**src/rtl/wb_port_arbiter_pkg.sv**
```systemverilog
// Shared payload type for the writeback port arbiter: one functional-unit result
// as carried through a holding slot and out onto a writeback port.
package cpu_pkg;

    localparam int CPU_DATA_W = 32;
    localparam int CPU_PREG_W = 6;
    localparam int CPU_ROB_W  = 4;
    localparam int CPU_EXC_W  = 5;

    typedef struct packed {
        logic [CPU_ROB_W-1:0]  rob_idx;
        logic [CPU_PREG_W-1:0] phy_dest;
        logic                  rf_we;
        logic [CPU_DATA_W-1:0] result;
        logic                  ex;
        logic [CPU_EXC_W-1:0]  excode;
    } wb_req_t;

endpackage

```
**src/rtl/wb_port_arbiter_if.sv**
```systemverilog
// Bundle of the flattened requester inputs and writeback port outputs.
// slave = arbiter side, master = functional units plus commit-stage side.
interface wb_port_arbiter_if
    import cpu_pkg::*;
#(
    parameter int NUM_REQ = 4,
    parameter int DATA_W  = CPU_DATA_W,
    parameter int PREG_W  = CPU_PREG_W,
    parameter int ROB_W   = CPU_ROB_W,
    parameter int EXC_W   = CPU_EXC_W
);

    logic [NUM_REQ-1:0]        req_valid;
    logic [NUM_REQ-1:0]        req_ready;
    logic [NUM_REQ*ROB_W-1:0]  req_rob_idx;
    logic [NUM_REQ*PREG_W-1:0] req_phy_dest;
    logic [NUM_REQ-1:0]        req_rf_we;
    logic [NUM_REQ*DATA_W-1:0] req_result;
    logic [NUM_REQ-1:0]        req_ex;
    logic [NUM_REQ*EXC_W-1:0]  req_excode;

    logic [1:0]                wb_valid;
    logic [2*ROB_W-1:0]        wb_rob_idx;
    logic [2*PREG_W-1:0]       wb_phy_dest;
    logic [1:0]                wb_rf_we;
    logic [2*DATA_W-1:0]       wb_result;
    logic [1:0]                wb_ex;
    logic [2*EXC_W-1:0]        wb_excode;

    modport slave (
        input  req_valid, req_rob_idx, req_phy_dest, req_rf_we, req_result, req_ex, req_excode,
        output req_ready,
        output wb_valid, wb_rob_idx, wb_phy_dest, wb_rf_we, wb_result, wb_ex, wb_excode
    );

    modport master (
        output req_valid, req_rob_idx, req_phy_dest, req_rf_we, req_result, req_ex, req_excode,
        input  req_ready,
        input  wb_valid, wb_rob_idx, wb_phy_dest, wb_rf_we, wb_result, wb_ex, wb_excode
    );

endinterface

```
**src/rtl/wb_port_arbiter_rr_pick2.sv**
```systemverilog
// Combinational round-robin picker: finds the first two set bits of i_req,
// scanning upward from i_ptr with wraparound at NUM_REQ.
module rr_pick2 #(
    parameter  int NUM_REQ = 4,
    localparam int PTR_W   = $clog2(NUM_REQ)
) (
    input  logic [NUM_REQ-1:0] i_req,
    input  logic [PTR_W-1:0]   i_ptr,
    output logic               o_g0_v,
    output logic [PTR_W-1:0]   o_g0_idx,
    output logic               o_g1_v,
    output logic [PTR_W-1:0]   o_g1_idx
);

    // One extra bit so ptr+k never overflows before the explicit modulo wrap.
    always_comb begin : p_scan
        logic [PTR_W:0]   w_sum;
        logic [PTR_W-1:0] w_idx;
        o_g0_v   = 1'b0;
        o_g0_idx = '0;
        o_g1_v   = 1'b0;
        o_g1_idx = '0;
        w_sum    = '0;
        w_idx    = '0;
        for (int k = 0; k < NUM_REQ; k++) begin
            w_sum = {1'b0, i_ptr} + (PTR_W+1)'(k);
            if (w_sum >= (PTR_W+1)'(NUM_REQ)) begin
                w_sum = w_sum - (PTR_W+1)'(NUM_REQ);
            end
            w_idx = w_sum[PTR_W-1:0];
            if (i_req[w_idx]) begin
                if (!o_g0_v) begin
                    o_g0_v   = 1'b1;
                    o_g0_idx = w_idx;
                end else if (!o_g1_v) begin
                    o_g1_v   = 1'b1;
                    o_g1_idx = w_idx;
                end
            end
        end
    end

endmodule

```
**src/rtl/wb_port_arbiter.sv**
```systemverilog
// Shares two writeback ports among NUM_REQ functional-unit result streams.
// Each requester owns a one-entry slot; up to two slots are granted per cycle.
module wb_port_arbiter
    import cpu_pkg::*;
#(
    parameter int NUM_REQ = 4,
    parameter int DATA_W  = CPU_DATA_W,
    parameter int PREG_W  = CPU_PREG_W,
    parameter int ROB_W   = CPU_ROB_W,
    parameter int EXC_W   = CPU_EXC_W
) (
    input  logic              clk,
    input  logic              reset,
    input  logic              flush,
    wb_port_arbiter_if.slave  bus
);

    localparam int PTR_W = $clog2(NUM_REQ);

    wb_req_t            w_reqIn [NUM_REQ];
    wb_req_t            r_slot  [NUM_REQ];
    logic [NUM_REQ-1:0] r_slotV;
    logic [PTR_W-1:0]   r_rrPtr;

    logic               w_g0V;
    logic               w_g1V;
    logic [PTR_W-1:0]   w_g0Idx;
    logic [PTR_W-1:0]   w_g1Idx;
    logic [NUM_REQ-1:0] w_grant;
    logic [NUM_REQ-1:0] w_reqReady;
    logic [NUM_REQ-1:0] w_accept;

    logic [1:0]         r_wbValid;
    wb_req_t            r_wbPort [2];

    function automatic logic [PTR_W-1:0] nextIdx(input logic [PTR_W-1:0] idx);
        return (idx == PTR_W'(NUM_REQ-1)) ? '0 : idx + 1'b1;
    endfunction

    for (genvar i = 0; i < NUM_REQ; i++) begin : g_unpack
        assign w_reqIn[i] = '{
            rob_idx:  bus.req_rob_idx[i*ROB_W +: ROB_W],
            phy_dest: bus.req_phy_dest[i*PREG_W +: PREG_W],
            rf_we:    bus.req_rf_we[i],
            result:   bus.req_result[i*DATA_W +: DATA_W],
            ex:       bus.req_ex[i],
            excode:   bus.req_excode[i*EXC_W +: EXC_W]
        };
    end

    rr_pick2 #(.NUM_REQ(NUM_REQ)) u_pick (
        .i_req    (r_slotV),
        .i_ptr    (r_rrPtr),
        .o_g0_v   (w_g0V),
        .o_g0_idx (w_g0Idx),
        .o_g1_v   (w_g1V),
        .o_g1_idx (w_g1Idx)
    );

    // A slot being granted this cycle can take a new result on the same edge.
    always_comb begin
        w_grant = '0;
        if (w_g0V) w_grant[w_g0Idx] = 1'b1;
        if (w_g1V) w_grant[w_g1Idx] = 1'b1;
        w_reqReady = flush ? '0 : (~r_slotV | w_grant);
        w_accept   = bus.req_valid & w_reqReady;
    end

    assign bus.req_ready = w_reqReady;

    always_ff @(posedge clk) begin
        if (reset) begin
            r_slotV <= '0;
            for (int i = 0; i < NUM_REQ; i++) r_slot[i] <= '0;
        end else if (flush) begin
            r_slotV <= '0;
        end else begin
            for (int i = 0; i < NUM_REQ; i++) begin
                if (w_accept[i]) begin
                    r_slot[i]  <= w_reqIn[i];
                    r_slotV[i] <= 1'b1;
                end else if (w_grant[i]) begin
                    r_slotV[i] <= 1'b0;
                end
            end
        end
    end

    // Flush leaves the round-robin position untouched.
    always_ff @(posedge clk) begin
        if (reset) begin
            r_rrPtr <= '0;
        end else if (!flush) begin
            if (w_g1V)      r_rrPtr <= nextIdx(w_g1Idx);
            else if (w_g0V) r_rrPtr <= nextIdx(w_g0Idx);
        end
    end

    // Idle ports carry an all-zero record, so wb_rf_we is implicitly gated by wb_valid.
    always_ff @(posedge clk) begin
        if (reset || flush) begin
            r_wbValid   <= '0;
            r_wbPort[0] <= '0;
            r_wbPort[1] <= '0;
        end else begin
            r_wbValid   <= {w_g1V, w_g0V};
            r_wbPort[0] <= w_g0V ? r_slot[w_g0Idx] : '0;
            r_wbPort[1] <= w_g1V ? r_slot[w_g1Idx] : '0;
        end
    end

    assign bus.wb_valid = r_wbValid;
    for (genvar k = 0; k < 2; k++) begin : g_pack
        assign bus.wb_rob_idx[k*ROB_W +: ROB_W]    = r_wbPort[k].rob_idx;
        assign bus.wb_phy_dest[k*PREG_W +: PREG_W] = r_wbPort[k].phy_dest;
        assign bus.wb_rf_we[k]                     = r_wbPort[k].rf_we;
        assign bus.wb_result[k*DATA_W +: DATA_W]   = r_wbPort[k].result;
        assign bus.wb_ex[k]                        = r_wbPort[k].ex;
        assign bus.wb_excode[k*EXC_W +: EXC_W]     = r_wbPort[k].excode;
    end

endmodule
```
**src/flat_wrapper.sv**
```systemverilog
// flat-port wrapper written by rule: the top's interface ports become plain ports
module wb_port_arbiter_flat import cpu_pkg::*;
#(
    parameter int NUM_REQ = 4,
    parameter int DATA_W  = CPU_DATA_W,
    parameter int PREG_W  = CPU_PREG_W,
    parameter int ROB_W   = CPU_ROB_W,
    parameter int EXC_W   = CPU_EXC_W
)
  (clk, reset, flush, bus_req_valid, bus_req_rob_idx, bus_req_phy_dest, bus_req_rf_we, bus_req_result, bus_req_ex, bus_req_excode, bus_req_ready, bus_wb_valid, bus_wb_rob_idx, bus_wb_phy_dest, bus_wb_rf_we, bus_wb_result, bus_wb_ex, bus_wb_excode);
  wb_port_arbiter_if #(.NUM_REQ(NUM_REQ), .DATA_W(DATA_W), .PREG_W(PREG_W), .ROB_W(ROB_W), .EXC_W(EXC_W)) bus_i ();
  input  logic clk;
  input  logic reset;
  input  logic flush;
  input wire logic [$bits(bus_i.req_valid)-1:0] bus_req_valid;
  input wire logic [$bits(bus_i.req_rob_idx)-1:0] bus_req_rob_idx;
  input wire logic [$bits(bus_i.req_phy_dest)-1:0] bus_req_phy_dest;
  input wire logic [$bits(bus_i.req_rf_we)-1:0] bus_req_rf_we;
  input wire logic [$bits(bus_i.req_result)-1:0] bus_req_result;
  input wire logic [$bits(bus_i.req_ex)-1:0] bus_req_ex;
  input wire logic [$bits(bus_i.req_excode)-1:0] bus_req_excode;
  output wire logic [$bits(bus_i.req_ready)-1:0] bus_req_ready;
  output wire logic [$bits(bus_i.wb_valid)-1:0] bus_wb_valid;
  output wire logic [$bits(bus_i.wb_rob_idx)-1:0] bus_wb_rob_idx;
  output wire logic [$bits(bus_i.wb_phy_dest)-1:0] bus_wb_phy_dest;
  output wire logic [$bits(bus_i.wb_rf_we)-1:0] bus_wb_rf_we;
  output wire logic [$bits(bus_i.wb_result)-1:0] bus_wb_result;
  output wire logic [$bits(bus_i.wb_ex)-1:0] bus_wb_ex;
  output wire logic [$bits(bus_i.wb_excode)-1:0] bus_wb_excode;
  assign bus_i.req_valid = bus_req_valid;
  assign bus_i.req_rob_idx = bus_req_rob_idx;
  assign bus_i.req_phy_dest = bus_req_phy_dest;
  assign bus_i.req_rf_we = bus_req_rf_we;
  assign bus_i.req_result = bus_req_result;
  assign bus_i.req_ex = bus_req_ex;
  assign bus_i.req_excode = bus_req_excode;
  assign bus_req_ready = bus_i.req_ready;
  assign bus_wb_valid = bus_i.wb_valid;
  assign bus_wb_rob_idx = bus_i.wb_rob_idx;
  assign bus_wb_phy_dest = bus_i.wb_phy_dest;
  assign bus_wb_rf_we = bus_i.wb_rf_we;
  assign bus_wb_result = bus_i.wb_result;
  assign bus_wb_ex = bus_i.wb_ex;
  assign bus_wb_excode = bus_i.wb_excode;
  wb_port_arbiter #(.NUM_REQ(NUM_REQ), .DATA_W(DATA_W), .PREG_W(PREG_W), .ROB_W(ROB_W), .EXC_W(EXC_W)) u_core (.clk(clk), .reset(reset), .flush(flush), .bus(bus_i));
endmodule
```
**config.mk**
```make
export PLATFORM = sky130hd
export DESIGN_NAME = wb_port_arbiter_flat
export DESIGN_NICKNAME = d
export VERILOG_FILES = /design/src/rtl/wb_port_arbiter_pkg.sv /design/src/rtl/wb_port_arbiter_if.sv /design/src/rtl/wb_port_arbiter_rr_pick2.sv /design/src/rtl/wb_port_arbiter.sv /design/src/flat_wrapper.sv
export SDC_FILE = /design/constraint.sdc
export NUM_CORES = 1
export LEC_CHECK = 0
export ABC_AREA = 1
export CELL_PAD_IN_SITES_DETAIL_PLACEMENT = 2
export CELL_PAD_IN_SITES_GLOBAL_PLACEMENT = 2
export CORE_MARGIN = 4
export CORE_UTILIZATION = 30
export CTS_CLUSTER_SIZE = 30
export DETAILED_ROUTE_END_ITERATION = 6
export PLACE_DENSITY_LB_ADDON = 0.08
export SLEW_MARGIN = 25
export SYNTH_ARGS = -nofsm -noshare
export SYNTH_HDL_FRONTEND = slang
export SYNTH_SLANG_ARGS = --single-unit
```
**constraint.sdc**
```tcl
create_clock -name clk -period 10.3 [get_ports clk]
set_clock_uncertainty 0.1 [all_clocks]
set_input_delay 2.575 -clock clk [delete_from_list [all_inputs] [get_ports clk]]
set_output_delay 2.575 -clock clk [all_outputs]
set_load 0.02 [all_outputs]
```
After elaboration in Yosys (flattened, before gate mapping)
Memories as Yosys holds them, arrays and structs flattened.
Cells that the tools add are included.
Operators by class
  mux-type cells: 85
  reductions and logical operators: 10
  $lt $le $gt $ge: 12
  bitwise logic cells: 11
  equal/unequal tests: 2
  add/subtract/negate cells: 9
Operators with widths (number)
  $mux W49: 8
  $mux W2: 23
  $mux W1: 45
  $lt A2 B3 Y1 const B: 6
  $mux W4: 3
  $reduce_bool A2 Y1: 5
  $ge A3 B3 Y1 const B: 3
  $bmux W1 S2: 4
  $or A4 B4 Y4: 2
  $sub A2 B1 Y2 const B: 4
  $add A2 B2 Y3 const B: 2
  $or A1 B1 Y1: 6
  $add A2 B1 Y2 const B: 2
  $and A4 B4 Y4: 1
  $demux W1 S2: 2
  $eq A2 B2 Y1 const B: 2
  $ge A2 B1 Y1 const B: 2
  $not A4 Y4: 1
  $add A2 B1 Y3 const B: 1
  $ge A2 B3 Y1 const B: 1
  $logic_and A1 B1 Y1: 2
  $reduce_and A2 Y1: 1
  $reduce_or A2 Y1: 1
  $logic_or A1 B1 Y1: 1
  $not A1 Y1: 1
Storage, ports and cells
  word-level logic and storage cells: 137
  memories: 2
  register bits: 8
  output and inout port bits: 104
  input port bits: 203
  bits in writable memories: 294
Memory list
  u_core.r_slot: depth 4, bits a word 49, rd ports 2, clocked after memory_dff 0, wr ports 4, RTL line wb_port_arbiter.sv:21  | wb_req_t r_slot [NUM_REQ];
  u_core.r_wbPort: depth 2, bits a word 49, rd ports 2, clocked after memory_dff 0, wr ports 2, RTL line wb_port_arbiter.sv:34  | wb_req_t r_wbPort [2];

Depth between registers and ports, before layout
Gate-level depths: netlist (run 1).
  word-level depth: 27
  gate-level depth with buffers: 22
  gate-level depth less buffers: 19

Modules after synthesis
Synthesis (run 1) repeated with hierarchy kept, for this count alone.
Second synthesis, totals
  cells, all modules: 1831
  area total of the unflattened synthesis: 14851.7 µm²
Modules (own cells, without submodules)
  wb_port_arbiter: seq. area each 8007.7 µm², area an instance 14422.6 µm², cells each 1746, instances 1
  rr_pick2: seq. area each 0.0 µm², area an instance 429.2 µm², cells each 85, instances 1

Worst setup path before layout (run 1)
OpenSTA, ideal clock, no wires.
  path type: input -> output
  from: in flush
  to: out bus_req_ready[0]
  buffers on the path: 0
  setup slack: 4.677 ns
  arrival: 2.948 ns
  cell stages on the path: 1
  cells stage by stage: a21oi_1
On the way
  cells in the longest elaborated chain, start to end: 1
Ends and longest elaborated chain
  start, declared: RTL line flat_wrapper.sv:14  | input logic flush;
  $mux W4: RTL line wb_port_arbiter.sv:65  | w_reqReady = flush ? '0 : (~r_slotV | w_grant);
  end, declared: RTL line flat_wrapper.sv:22  | output wire logic [$bits(bus_i.req_ready)-1:0] bus_req_ready;
Every way passes these cells.

Worst setup path in the final report (run 1)
  from: reg u_core.r_rrPtr[0]
  to: out bus_req_ready[1]
On the way
  cells in the longest elaborated chain, start to end: 21
  elaborated cells on any way between the ends: 63
Ends and longest elaborated chain
  start, declared: RTL line wb_port_arbiter.sv:23  | logic [PTR_W-1:0] r_rrPtr;
  start signal, assigned: RTL line wb_port_arbiter.sv:94  | if (w_g1V) r_rrPtr <= nextIdx(w_g1Idx);
  start signal, assigned: RTL line wb_port_arbiter.sv:95  | else if (w_g0V) r_rrPtr <= nextIdx(w_g0Idx);
  parallel branches: the longest is 18 deep, another holds $add A2 B1 Y3
  $mux W4 (*): RTL line wb_port_arbiter.sv:64  | if (w_g1V) w_grant[w_g1Idx] = 1'b1;
  $or A4 B4 Y4 (*): RTL line wb_port_arbiter.sv:65
  $mux W4 (*): RTL line wb_port_arbiter.sv:65
Every way passes the cells marked *. The select of a mux whose other input is x is not followed.

==> flow_summary_export.csv, run 1 <==
group,metric,value,unit
yosys,synth.distinct_cells,28,
global_route,grt_pass1_vias,13800,
yosys,syn_nets,1991,
layout,regArea,8010,um2
power,p_switching,2.56,mW
run,maxCapViolCount,0,
power,p_total,5.62,mW
layout,stdcell_count,2693,
floorplanning,num_rows,80,
timing,setup_violations,0,
power,leakage,8.62,nW
global_route,gr-total-overflow,0,
worst_setup_path,start_kind,"flop",
detailed_routing,drt_iter0_drc,591,
power,seqPwrFrac,0.277,
place,dpl-instance-area,18100,um2
floorplanning,ios,307,
clocking,root_buffer,"clkbuf_16",
clocking,post_cts_resized,0,
floorplanning,dieArea,51800,um2
layout,fin_nets,2259,
floorplanning,floorplan.initialDensity,0.303,
clocking,cts_buffer_depth,3,
timing,drv_slew,0,
detailed_routing,wl_per_cell,20.9,um
clocking,cts_setup_buffers,0,
floorplanning,die_w,228,um
detailed_routing,wirelength,56200,um
clocking,cts_buffers,37,
layout,fin_area,19300,um2
power,clock_power_share,0.231,
worst_setup_path,critPathArrivalTime,4.90,ns
yosys,ys_warn_count,0,
timing,finalCriticalPeriod,7.58,ns
yosys,synth.avg_cell_area,8.12,um2
timing,fin_ws,2.72,ns
detailed_routing,viasPerCell,4.70,
timing,fin_setup_tns,0,ns
worst_setup_path,cp.required,7.63,ns
timing,fmax,132,MHz
global_route,grt_usage,0.213,
global_route,grt_pass1_wl,83200,um
clocking,clk_latency,0.56,ns
yosys,synth_area,14500,um2
layout,final_layout_size_suffix_gt1_frac,0.0727,
power,p_int,3.05,mW
power,p_per_area,292,nW/um2
yosys,synth-seq-cells,302,
place,io_buffers,306,
min_path,worstHoldPathType,"reg2reg",
detailed_routing,vias,12700,
layout,layout_commonest_cell,"inv_1",
global_route,antenna_found_initial,2,
layout,antenna_cells,0,
layout,final.fill_count,5359,
detailed_routing,drc_errors,0,
worst_setup_path,cp_max_fo,42,
run_status,outcome,"finished, final reports clean",
timing,holdWs,0.453,ns
timing,tightest_slew,1.03,ns
yosys,seq_area_frac_synth,0.554,
global_route,grt_max_degree,83,
place,dp_slack,3.29,ns
timing,hold_viol,0,
timing,relSlewSlack,0.311,
floorplanning,core,47600,um2
floorplanning,die-height,228,um
clocking,cts.hold.buffers_added,0,
layout,multi_input_area,4510,um2
power,ir_drop,0.226,mV
detailed_routing,first_pass_iters,5,
clocking,clk_pin_slew,0.06,ns
yosys,netlist_instances,1781,
worst_setup_path,timing.setup.critical_path_class,"reg2out",
clocking,clkSinkCount,302,
layout,post-route-util,0.404,
place,placed_cells,2625,
clocking,cts_tree,"yes",
layout,syn_to_final_growth,33.2,%
place,dp_hpwl,38700,um
power,sw_frac_of_total,0.456,
layout,layout_common_cells,"inv_1 (407), nand2_1 (404), clkdlybuf4s50_1 (306)",
timing,min_period_over_period,0.736,
worst_setup_path,cp-end-kind,"output port",
timing,rsz0062_at_grt,"no",
power,combinationalPowerShare,0.492,
place,place_congestion,0.794,
detailed_routing,postRouteAntennaNets,0,
clocking,ctsHtreeMaxLevel,2,
[sequential cells by signal, indices dropped and copies added (netlist names)]
signal	count
u_core.r_slot	196
u_core.r_rrPtr	2
u_core.r_wbPort	98
u_core.r_slotV	4
u_core.bus.wb_valid	2
[logic make-up (layout without fill, tap and decap cells)]
kind of cell             Yosys count  count (layout)  share of synthesized area
adder cells (fa/ha/maj)            7               7                    0.00606
AND/OR/NAND/NOR                  788             788                      0.231
buffers and inverters            512             809                      0.139
AO/OA/AOI/OAI                    172             172                     0.0698
flip-flops                       302             302                      0.554
[critical path: stages, from the launching register on]
cell             delay [ns]
dfxtp_1                0.68
inv_2                  0.23
nand2_1                0.14
nand2_1                0.06
nand2_1                0.12
nand2_4                0.11
ha_1                   0.30
inv_1                  0.03
nand2_1                0.05
o21ai_0                0.11
nand2_1                0.09
o21ai_0                0.10
nand2_1                0.14
nand2_4                0.32
inv_4                  0.56
ha_1                   0.24
a21oi_1                0.08
a21oi_1                0.31
clkdlybuf4s50_1        0.67
[path summary, 6_finish.rpt]
kind | startpoint | endpoint | slack, ns | cells past startpoint
hold reg to reg | u_core.r_slotV[2]$_SDFFE_PP0P_ | u_core.r_slotV[2]$_SDFFE_PP0P_ | 0.45 | 2
hold / removal | u_core.r_slotV[2]$_SDFFE_PP0P_ | u_core.r_slotV[2]$_SDFFE_PP0P_ | 0.45 | 2
setup / recovery | u_core.r_rrPtr[0]$_SDFFE_PP0P_ | bus_req_ready[1] | 2.72 | 18
setup reg to reg | u_core.r_rrPtr[0]$_SDFFE_PP0P_ | u_core.r_slot[1][42]$_SDFFCE_PN0P_ | 5.09 | 20
[cell usage after synthesis]
master,instances,share of area
o211ai_1,51,0.026
o22ai_1,1,0.00043
o21ai_1,1,0.00035
buf_1,1,0.00026
a31oi_1,1,0.00043
nand3_1,156,0.054
nor2_2,32,0.014
nand2_4,2,0.0016
inv_1,409,0.11
dfxtp_1,106,0.15
nand2_2,9,0.0039
a31oi_2,1,0.00087
nor2_1,170,0.044
buf_6,4,0.0031
buf_2,42,0.015
nand3_2,4,0.0028
nor2_4,2,0.0016
o21ai_0,6,0.0021
clkinv_1,1,0.00026
edfxtp_1,196,0.41
ha_1,7,0.0061
o21ai_2,3,0.0018
inv_2,8,0.0021
buf_4,3,0.0016
a21oi_1,108,0.037
nand2_1,410,0.11
clkbuf_1,44,0.011
nand4_2,3,0.0026
[metal layers]
metal,wire length [um],global-route usage
met1,24700,0.273
met2,28200,0.378
met3,2350,0.0340
met4,952,0.0486
met5,34,0
[power groups by stage]
stage               Combinational [mW]  Sequential, mW  Clock (mW)
CTS                               2.80            1.56        1.33
detailed placement                2.78            1.58           0
global route                      3.03            1.57        1.38
floorplan                         1.57            1.69           0
global placement                  2.70            1.58           0
finish                            2.76            1.56        1.30
[cell type report]
| cell class | count | area share |
|---|---|---|
| flip-flops and latches | 302 | 0.416 |
| multi-input cells | 967 | 0.234 |
| repair buffers | 323 | 0.166 |
| inverters | 418 | 0.0818 |
| clock buffers | 50 | 0.0560 |
| well taps | 615 | 0.0400 |
| clock inverters | 18 | 0.00630 |
No activity file was read; power rests on OpenSTA's default activity.
==> run 2, diff against run 1 <==
CORE_UTILIZATION = 27   (was 30)
clock period = 6.4 ns   (was 10.3 ns; I/O delays follow)
==> run 2 against run 1 <==
Sequential power increased by 61%. First-iteration DRC count decreased by 13%. Worst setup slack got worse by 2.3 ns. Global-route usage decreased by 1.4 points. Power increased by 63%. Via count decreased by 1.4%. Hold slack got worse by 0.012 ns. Clock power increased by 65%. Final area increased by 0.77%. Flip-flop and latch count unchanged. Final cell count increased by 2.7%. Utilization decreased by 3.6 points.
==> flow_summary_export.csv, run 2 (synthesized netlist as in run 1, its figures left out) <==
group,metric,value,unit
timing,setup_violations,0,
global_route,grt_max_degree,94,
clocking,clk_pin_slew,0.06,ns
place,place_congestion,0.767,
timing,fmax,169,MHz
timing,hold_viol,0,
global_route,gr-total-overflow,0,
floorplanning,num_rows,84,
timing,fin_setup_tns,0,ns
timing,tightest_slew,0.907,ns
detailed_routing,postRouteAntennaNets,0,
clocking,ctsHtreeMaxLevel,2,
clocking,clkSinkCount,302,
worst_setup_path,cp.required,4.70,ns
detailed_routing,first_pass_iters,4,
floorplanning,die-height,239,um
place,dp_hpwl,39300,um
clocking,cts_buffers,39,
detailed_routing,wl_per_cell,21.0,um
layout,largest_register_ffs,196,
detailed_routing,drt_iter0_drc,515,
global_route,grt_usage,0.199,
layout,syn_to_final_growth,34.2,%
floorplanning,floorplan.initialDensity,0.274,
power,p_total,9.16,mW
floorplanning,die_w,239,um
layout,largestRegisters,"u_core.r_slot x196, u_core.r_wbPort x98, u_core.r_slotV x4",
clocking,clk_latency,0.55,ns
power,p_per_area,472,nW/um2
clocking,root_buffer,"clkbuf_16",
timing,relSlewSlack,0.395,
detailed_routing,drc_errors,0,
detailed_routing,wirelength,58100,um
global_route,grt_pass1_wl,85900,um
timing,drv_slew,0,
place,io_buffers,306,
worst_setup_path,cp_max_fo,27,
power,p_switching,4.18,mW
layout,layout_commonest_cell,"inv_1",
global_route,antenna_found_initial,1,
min_path,worstHoldPathType,"reg2reg",
clocking,cts_buffer_depth,3,
timing,finalCriticalPeriod,5.93,ns
layout,final_layout_size_suffix_gt1_frac,0.0693,
power,clock_power_share,0.234,
worst_setup_path,cp-end-kind,"output port",
detailed_routing,vias,12500,
timing,min_period_over_period,0.927,
clocking,cts_tree,"yes",
run,maxCapViolCount,0,
timing,rsz0062_at_grt,"no",
layout,layout_common_cells,"inv_1 (407), nand2_1 (404), clkdlybuf4s50_1 (306)",
detailed_routing,viasPerCell,4.51,
layout,fin_nets,2259,
run_status,outcome,"finished, final reports clean",
power,sw_frac_of_total,0.456,
worst_setup_path,timing.setup.critical_path_class,"reg2out",
power,ir_drop,0.294,mV
floorplanning,ios,307,
layout,largest-register,"u_core.r_slot",
global_route,grt_pass1_vias,14000,
worst_setup_path,start_kind,"flop",
clocking,cts_setup_buffers,0,
power,combinationalPowerShare,0.492,
worst_setup_path,critPathArrivalTime,4.23,ns
worst_setup_path,r2r-start,"u_core.r_rrPtr[0]$_SDFFE_PP0P_",
power,p_int,4.98,mW
floorplanning,dieArea,57300,um2
power,seqPwrFrac,0.274,
worst_setup_path,crit_start,"u_core.r_rrPtr[0]$_SDFFE_PP0P_",
floorplanning,core,52800,um2
power,leakage,8.63,nW
min_path,min_from,"u_core.r_slotV[2]$_SDFFE_PP0P_",
## run 2: cell types whose count changed in the layout (fill, tap and decap cells not counted), sizes merged
| cell | before | now |
|---|---|---|
| diode | 0 | 1 |
| bufinv | 1 | 0 |
| clkinv | 14 | 6 |
| buf | 17 | 15 |
| clkbuf | 50 | 64 |
| inv | 420 | 417 |
## run 2: metrics by stage
step | instance area (um2) | worst slack [ns] | hold slack [ns] | utilization | std cells
after floorplan | 14500 | 2.24 | 0.399 | - | 1781
after global placement | 18200 | 0.824 | 0.421 | 0.344 | 2696
after detailed placement | 18200 | 0.760 | 0.434 | 0.344 | 2696
after CTS | 19400 | 0.132 | 0.444 | 0.368 | 2766
after global routing | 19400 | 0.130 | 0.490 | 0.368 | 2767
final | 19400 | 0.470 | 0.441 | 0.368 | 2767
## run 2: worst paths after layout
path              cells past startpoint  slack (ns)                                 end
setup / recovery                     14        0.47                    bus_req_ready[2]
hold / removal                        2        0.44      u_core.r_slotV[2]$_SDFFE_PP0P_
setup reg to reg                     18        2.06  u_core.r_slot[0][48]$_SDFFCE_PN0P_
hold reg to reg                       2        0.44      u_core.r_slotV[2]$_SDFFE_PP0P_
## run 2: critical path: stages, from the launching register on
cell	delay (ns)
dfxtp_2	0.52
inv_2	0.18
nand2_1	0.11
nand2_1	0.06
nand2_1	0.12
nand2_4	0.11
inv_2	0.09
nand2_1	0.08
o21ai_0	0.31
o22ai_4	0.11
inv_2	0.57
ha_1	0.28
nand2_1	0.09
a31oi_2	0.29
clkdlybuf4s50_1	0.75
## run 2: cell type report
class / count / area (um2)
well taps: 688 / 861
repair buffers: 321 / 3180
flip-flops and latches: 302 / 8010
diodes: 1 / 2.50
inverters: 418 / 1570
clock buffers: 64 / 1190
fillers: 5913 / 33400
multi-input cells: 967 / 4550
clock inverters: 6 / 32.5
## run 2: power groups by stage
stage / combinational, mW / sequential (mW) / clock, mW
3_3_place_gp: 4.49 / 2.55 / 0
4_1_cts: 4.61 / 2.51 / 2.21
3_5_place_dp: 4.58 / 2.55 / 0
2_1_floorplan: 2.53 / 2.73 / 0
6_report: 4.51 / 2.51 / 2.14
5_1_grt: 4.97 / 2.54 / 2.28
## run 2: timing repair
item	4_1_cts	5_1_grt
hold buffers	0	0
gates resized for setup	0	1
setup endpoints to repair	0	4
hold endpoints to repair	0	0
## run 2: per-layer routing
metal	global-route usage	vias to the layer above	share of wire	wire length, um
li1	-	6008	-	-
met1	0.251	6203	0.44	25600
met2	0.357	224	0.50	29300
met3	0.0295	53	0.036	2120
met4	0.0500	0	0.019	1100
met5	0	-	0	0
==> run 3, diff against run 2 <==
SLEW_MARGIN = default   (was 25)
==> run 3 against run 2 <==
Clock power barely moved. Combinational power barely moved. Routed wire length hardly changed. Maximum frequency decreased by 0.15%. Critical path depth did not move. Power is essentially flat. Via count hardly changed. First-iteration DRC count grew 7.0%. Die area unchanged. Flip-flop and latch count stayed put. Register-to-register slack got worse by 0.02 ns.
==> flow_summary_export.csv, run 3 (synthesized netlist as in run 1, its figures left out) <==
group,metric,value,unit
detailed_routing,vias,12500,
worst_setup_path,r2r-end,"u_core.r_slot[1][15]$_SDFFCE_PN0P_",
floorplanning,die_w,239,um
power,p_total,9.16,mW
floorplanning,floorplan.initialDensity,0.274,
worst_setup_path,cpMaxStageDelayCell,"clkdlybuf4s50_1",
worst_setup_path,slowest_delay,0.75,ns
clocking,ctsHtreeMaxLevel,2,
global_route,grt_usage,0.199,
timing,min_period_over_period,0.928,
run,maxCapViolCount,0,
clocking,cts.hold.buffers_added,0,
timing,tightest_slew,1.12,ns
min_path,worstHoldPathType,"reg2reg",
detailed_routing,wirelength,58100,um
worst_setup_path,start_kind,"flop",
layout,fin_area,19400,um2
min_path,min_from,"u_core.r_slotV[2]$_SDFFE_PP0P_",
floorplanning,core,52800,um2
place,dp_slack,0.760,ns
run_status,outcome,"finished, final reports clean",
timing,fmax,168,MHz
min_path,hold_depth,2,
worst_setup_path,cp-end-kind,"output port",
timing,hold_viol,0,
worst_setup_path,critPathArrivalTime,4.24,ns
floorplanning,ios,307,
global_route,antenna_found_initial,1,
place,place_congestion,0.767,
detailed_routing,first_pass_iters,4,
detailed_routing,wl_per_cell,21.0,um
power,leakage,8.63,nW
layout,fin_nets,2259,
floorplanning,die-height,239,um
timing,finalCriticalPeriod,5.94,ns
layout,post-route-util,0.368,
global_route,grt_pass1_wl,85900,um
place,io_buffers,306,
clocking,cts_tree,"yes",
layout,largest_register_ffs,196,
layout,final_layout_size_suffix_gt1_frac,0.0693,
layout,final.fill_count,5914,
layout,largestRegisters,"u_core.r_slot x196, u_core.r_wbPort x98, u_core.r_slotV x4",
layout,layout_common_cells,"inv_1 (407), nand2_1 (404), clkdlybuf4s50_1 (306)",
worst_setup_path,timing.setup.critical_path_class,"reg2out",
floorplanning,num_rows,84,
worst_setup_path,crit_top_cell,"nand2_1",
worst_setup_path,cp_top_family,"buffers and inverters",
detailed_routing,drc_errors,0,
power,ir_drop,0.295,mV
clocking,cts_buffers,39,
worst_setup_path,cp_max_fo,27,
timing,fin_setup_tns,0,ns
layout,syn_to_final_growth,34.2,%
worst_setup_path,worst-path-buf-inv,4,
min_path,min_to,"u_core.r_slotV[2]$_SDFFE_PP0P_",
clocking,clk_pin_slew,0.06,ns
clocking,cts_buffer_depth,3,
timing,rsz0062_at_grt,"no",
floorplanning,dieArea,57300,um2
worst_setup_path,timing.critical_path.cells,"inv_2 -> nand2_1 -> nand2_1 -> nand2_1 -> nand2_4 -> inv_2 -> nand2_1 -> o21ai_0 -> o22ai_4 -> inv_2 -> ha_1 -> nand2_1 -> a31oi_2 -> clkdlybuf4s50_1",
worst_setup_path,r2r-start,"u_core.r_rrPtr[0]$_SDFFE_PP0P_",
clocking,root_buffer,"clkbuf_16",
timing,drv_slew,0,
detailed_routing,drt_iter0_drc,551,
layout,layout_commonest_cell,"inv_1",
detailed_routing,viasPerCell,4.52,
place,dpl-instance-area,18200,um2
worst_setup_path,cp.required,4.70,ns
worst_setup_path,reg2reg_setup_slack,2.04,ns
place,dp_hpwl,39300,um
global_route,grt_max_degree,94,
timing,setup_violations,0,
clocking,clk_latency,0.55,ns
worst_setup_path,ff2ff_path_depth,14,
detailed_routing,postRouteAntennaNets,0,
timing,fin_ws,0.461,ns
global_route,grt_pass1_vias,14000,
global_route,gr-total-overflow,0,
power,p_per_area,472,nW/um2
clocking,clkSinkCount,302,
layout,largest-register,"u_core.r_slot",
timing,relSlewSlack,0.253,
-- run 3: routing by layer --
metal | GRT usage | vias up | routed length [um]
li1 | - | 6013 | -
met2 | 0.357 | 221 | 29300
met3 | 0.0295 | 55 | 2020
met5 | 0 | - | 0
met4 | 0.0500 | 0 | 1100
met1 | 0.251 | 6209 | 25600
-- run 3: worst register-to-register path: stages (launching register included) --
cell	delay (ns)
dfxtp_2	0.52
inv_2	0.18
nand2_2	0.14
nand2_1	0.06
nand2_1	0.05
nand2_1	0.18
nand3_2	0.20
nor2_2	0.09
o22ai_4	0.14
buf_4	0.66
ha_1	0.28
a21oi_1	0.08
a21oi_1	0.40
nand2_1	0.17
nand2_4	0.70
-- run 3: worst max path at each step --
stage                                   start               end  slack [ns]  depth (start not counted)
5_1_grt        u_core.r_rrPtr[0]$_SDFFE_PP0P_  bus_req_ready[0]        0.13                         17
3_5_place_dp   u_core.r_rrPtr[0]$_SDFFE_PP0P_  bus_req_ready[2]        0.76                         14
6_report       u_core.r_rrPtr[0]$_SDFFE_PP0P_  bus_req_ready[2]        0.46                         14
3_3_place_gp   u_core.r_rrPtr[0]$_SDFFE_PP0P_  bus_req_ready[0]        0.82                         17
4_1_cts        u_core.r_rrPtr[0]$_SDFFE_PP0P_  bus_req_ready[2]        0.13                         14
2_1_floorplan  u_core.r_rrPtr[0]$_SDFFE_PP0P_  bus_req_ready[0]        2.24                         18
-- run 3: where the power goes --
group / switching (mW) / internal [mW] / leakage (nW)
logic: 3.18 / 1.33 / 5.08
registers: 0.122 / 2.39 / 2.94
clock network: 0.872 / 1.27 / 0.599
-- run 3: timing repair --
item / 4_1_cts / 5_1_grt
setup endpoints to repair: 0 / 4
gates resized for setup: 0 / 1
buffers inserted: 0 / 0
-- run 3: area by class of cell --
type | instances | area [um2] | share of cell area
Clock inverter | 6 | 32.5 | 0.00168
Multi-Input combinational cell | 967 | 4550 | 0.235
Clock buffer | 64 | 1190 | 0.0615
Timing Repair Buffer | 321 | 3180 | 0.164
Inverter | 418 | 1570 | 0.0810
Antenna cell | 1 | 2.50 | 0.000129
Tap cell | 688 | 861 | 0.0444
Sequential cell | 302 | 8010 | 0.413
-- run 3: metrics by stage --
step                      hold slack, ns  instances
after floorplan                    0.399       1781
final                              0.443       2767
after global placement             0.421       2696
after global routing               0.490       2767
after detailed placement           0.434       2696
after CTS                          0.444       2766
==> RTL change (config.mk and constraints of run 2) <==
`CPU_PREG_W`: 6 -> 8.
--- a/src/rtl/wb_port_arbiter_pkg.sv
+++ b/src/rtl/wb_port_arbiter_pkg.sv
@@ -4,5 +4,5 @@
 
     localparam int CPU_DATA_W = 32;
-    localparam int CPU_PREG_W = 6;
+    localparam int CPU_PREG_W = 8;
     localparam int CPU_ROB_W  = 4;
     localparam int CPU_EXC_W  = 5;
Ports: changed (resized bus_req_phy_dest and bus_wb_phy_dest); port bits go from 307 to 319. The function was not compared with the original's and may differ.
==> RTL change against run 2 <==
Design area increased by 4.8%; via count increased by 7.6%; sequential cell count increased by 12; area after synthesis is 5.1% higher; sequential share of layout area down 0.31 points; combinational power up 15%; power up 11%; largest cell class unchanged; setup slack better by 0.033 ns; first-iteration DRC count grew 2.7%; wire length increased by 4.1%; die area grew 5.0%.
==> RTL change: results (changes against run 2) <==
* Post-route insts no fill at 2956 (was 2767)
* Worst r2r dst: u_core.r_slot[3][18] (was u_core.r_slot[0][48])
* Grt met3 use at 4.52% (was 2.95%)
* Via/cell ratio at 4.54 (was 4.51)
* Distinct cells, synth at 29 (was 28)
* Fillers at 6307 (was 5913)
* Max FO, Critical Path at 41 (was 27)
* CP arrival at 4.20 ns (was 4.23 ns)
* Vias in the first global route at 15325 (was 14046)
* Detailed Place HPWL at 40600 µm (was 39300 µm)
* Place WS at 0.820 ns (was 0.760 ns)
* First-pass GRT wire length at 91200 µm (was 85900 µm)
* Met2 Usage GRT at 36.9% (was 35.7%)
* Post-Syn Area at 15200 µm² (was 14500 µm²)
* Layout area overhead at 33.8% (was 34.2%)
* CP peak stage delay at 0.66 ns (was 0.75 ns)
* Synth top area cells: edfxtp_1 40%, dfxtp_1 14%, nand2_1 12% (was edfxtp_1 41%, dfxtp_1 15%, nand2_1 11%)
* EDFF count, synth at 204 (was 196)
* Routed len/inst at 20.5 µm (was 21.0 µm)
* Invs w/o clock at 433 (was 418)
* CTS Buf Count at 40 (was 39)
* Total GRT Usage at 19.9% (about the same)
* Cell Pwr Density at 500 nW/µm² (was 472 nW/µm²)
* Reg2Reg Depth at 20 (was 18)
* Non-clk buf share at 16.3% (was 16.4%)
* Placed insts at 2880 (was 2696)
* Fin worst setup slack at 0.503 ns (was 0.470 ns)
* Leak pwr at 9.30 nW (was 8.63 nW)
* Status: completed (unchanged)
* Share of the yosys chip area belonging to registers at 54.8% (was 55.4%)
* Worst-margin pin slew at 0.947 ns (was 0.907 ns)
* Reg area at 8330 µm² (was 8010 µm²)
* Top cells by count, synth: 473 x nand2_1, 426 x inv_1, 209 x nand3_1 (was 410 x nand2_1, 409 x inv_1, 196 x edfxtp_1)
* Met2 WL post-DR at 31200 µm (was 29300 µm)
* Peak VDD IR at 0.000400 V (was 0.000294 V)
* Initial antenna violation count at 6 (was 1)
* Worst skew pair latency at 0.57 ns (was 0.55 ns)
* Nets at 2393 (was 2259)
* Mapped Nets at 2112 (was 1991)
* Sequential power share at 26.0% (was 27.4%)
* Clock network area share at 6.60% (was 6.32%)
* Initial DRC count at 529 (was 515)
* Dpl cell area at 19000 µm² (was 18200 µm²)
* Met1 GRT Util at 23.0% (was 25.1%)
* Met1 WL at 24400 µm (was 25600 µm)
* Clock net sink count at 314 (was 302)
* Non-clock buffers at 335 (was 321)
* Top Metal Used: met5 (was met4)
* Multi-input logic portion of the cell area at 23.5% (about the same)
* Internal power at 5.43 mW (was 4.98 mW)
* Gp weighted congestion at 0.751 (was 0.767)
-- RTL change: changes by cell type after synthesis, moves of 8 or more --
| cell | run 2 | this run |
|---|---|---|
| inv_1 | 409 | 426 |
| buf_2 | 42 | 33 |
| clkbuf_1 | 44 | 35 |
| nand2_1 | 410 | 473 |
| o211ai_1 | 51 | 2 |
| nor2_2 | 32 | 53 |
| nand3_1 | 156 | 209 |
| buf_6 | 4 | 16 |
| edfxtp_1 | 196 | 204 |
| nor2_1 | 170 | 161 |
-- RTL change: cells by family (layout without fill, tap and decap cells) --
kind of cell | Yosys count | count (layout) | synth area share (%)
buf+inv | 529 | 842 | 14.3
flops | 314 | 314 | 54.8
simple gates | 915 | 915 | 25.9
other cells | 0 | 1 | 0
compound gates | 129 | 129 | 4.46
fa+ha+maj | 7 | 7 | 0.576
-- RTL change: timing repair --
action	in CTS	in global routing
resized for setup	0	1
hold endpoints to repair	0	0
setup endpoints to repair	0	4
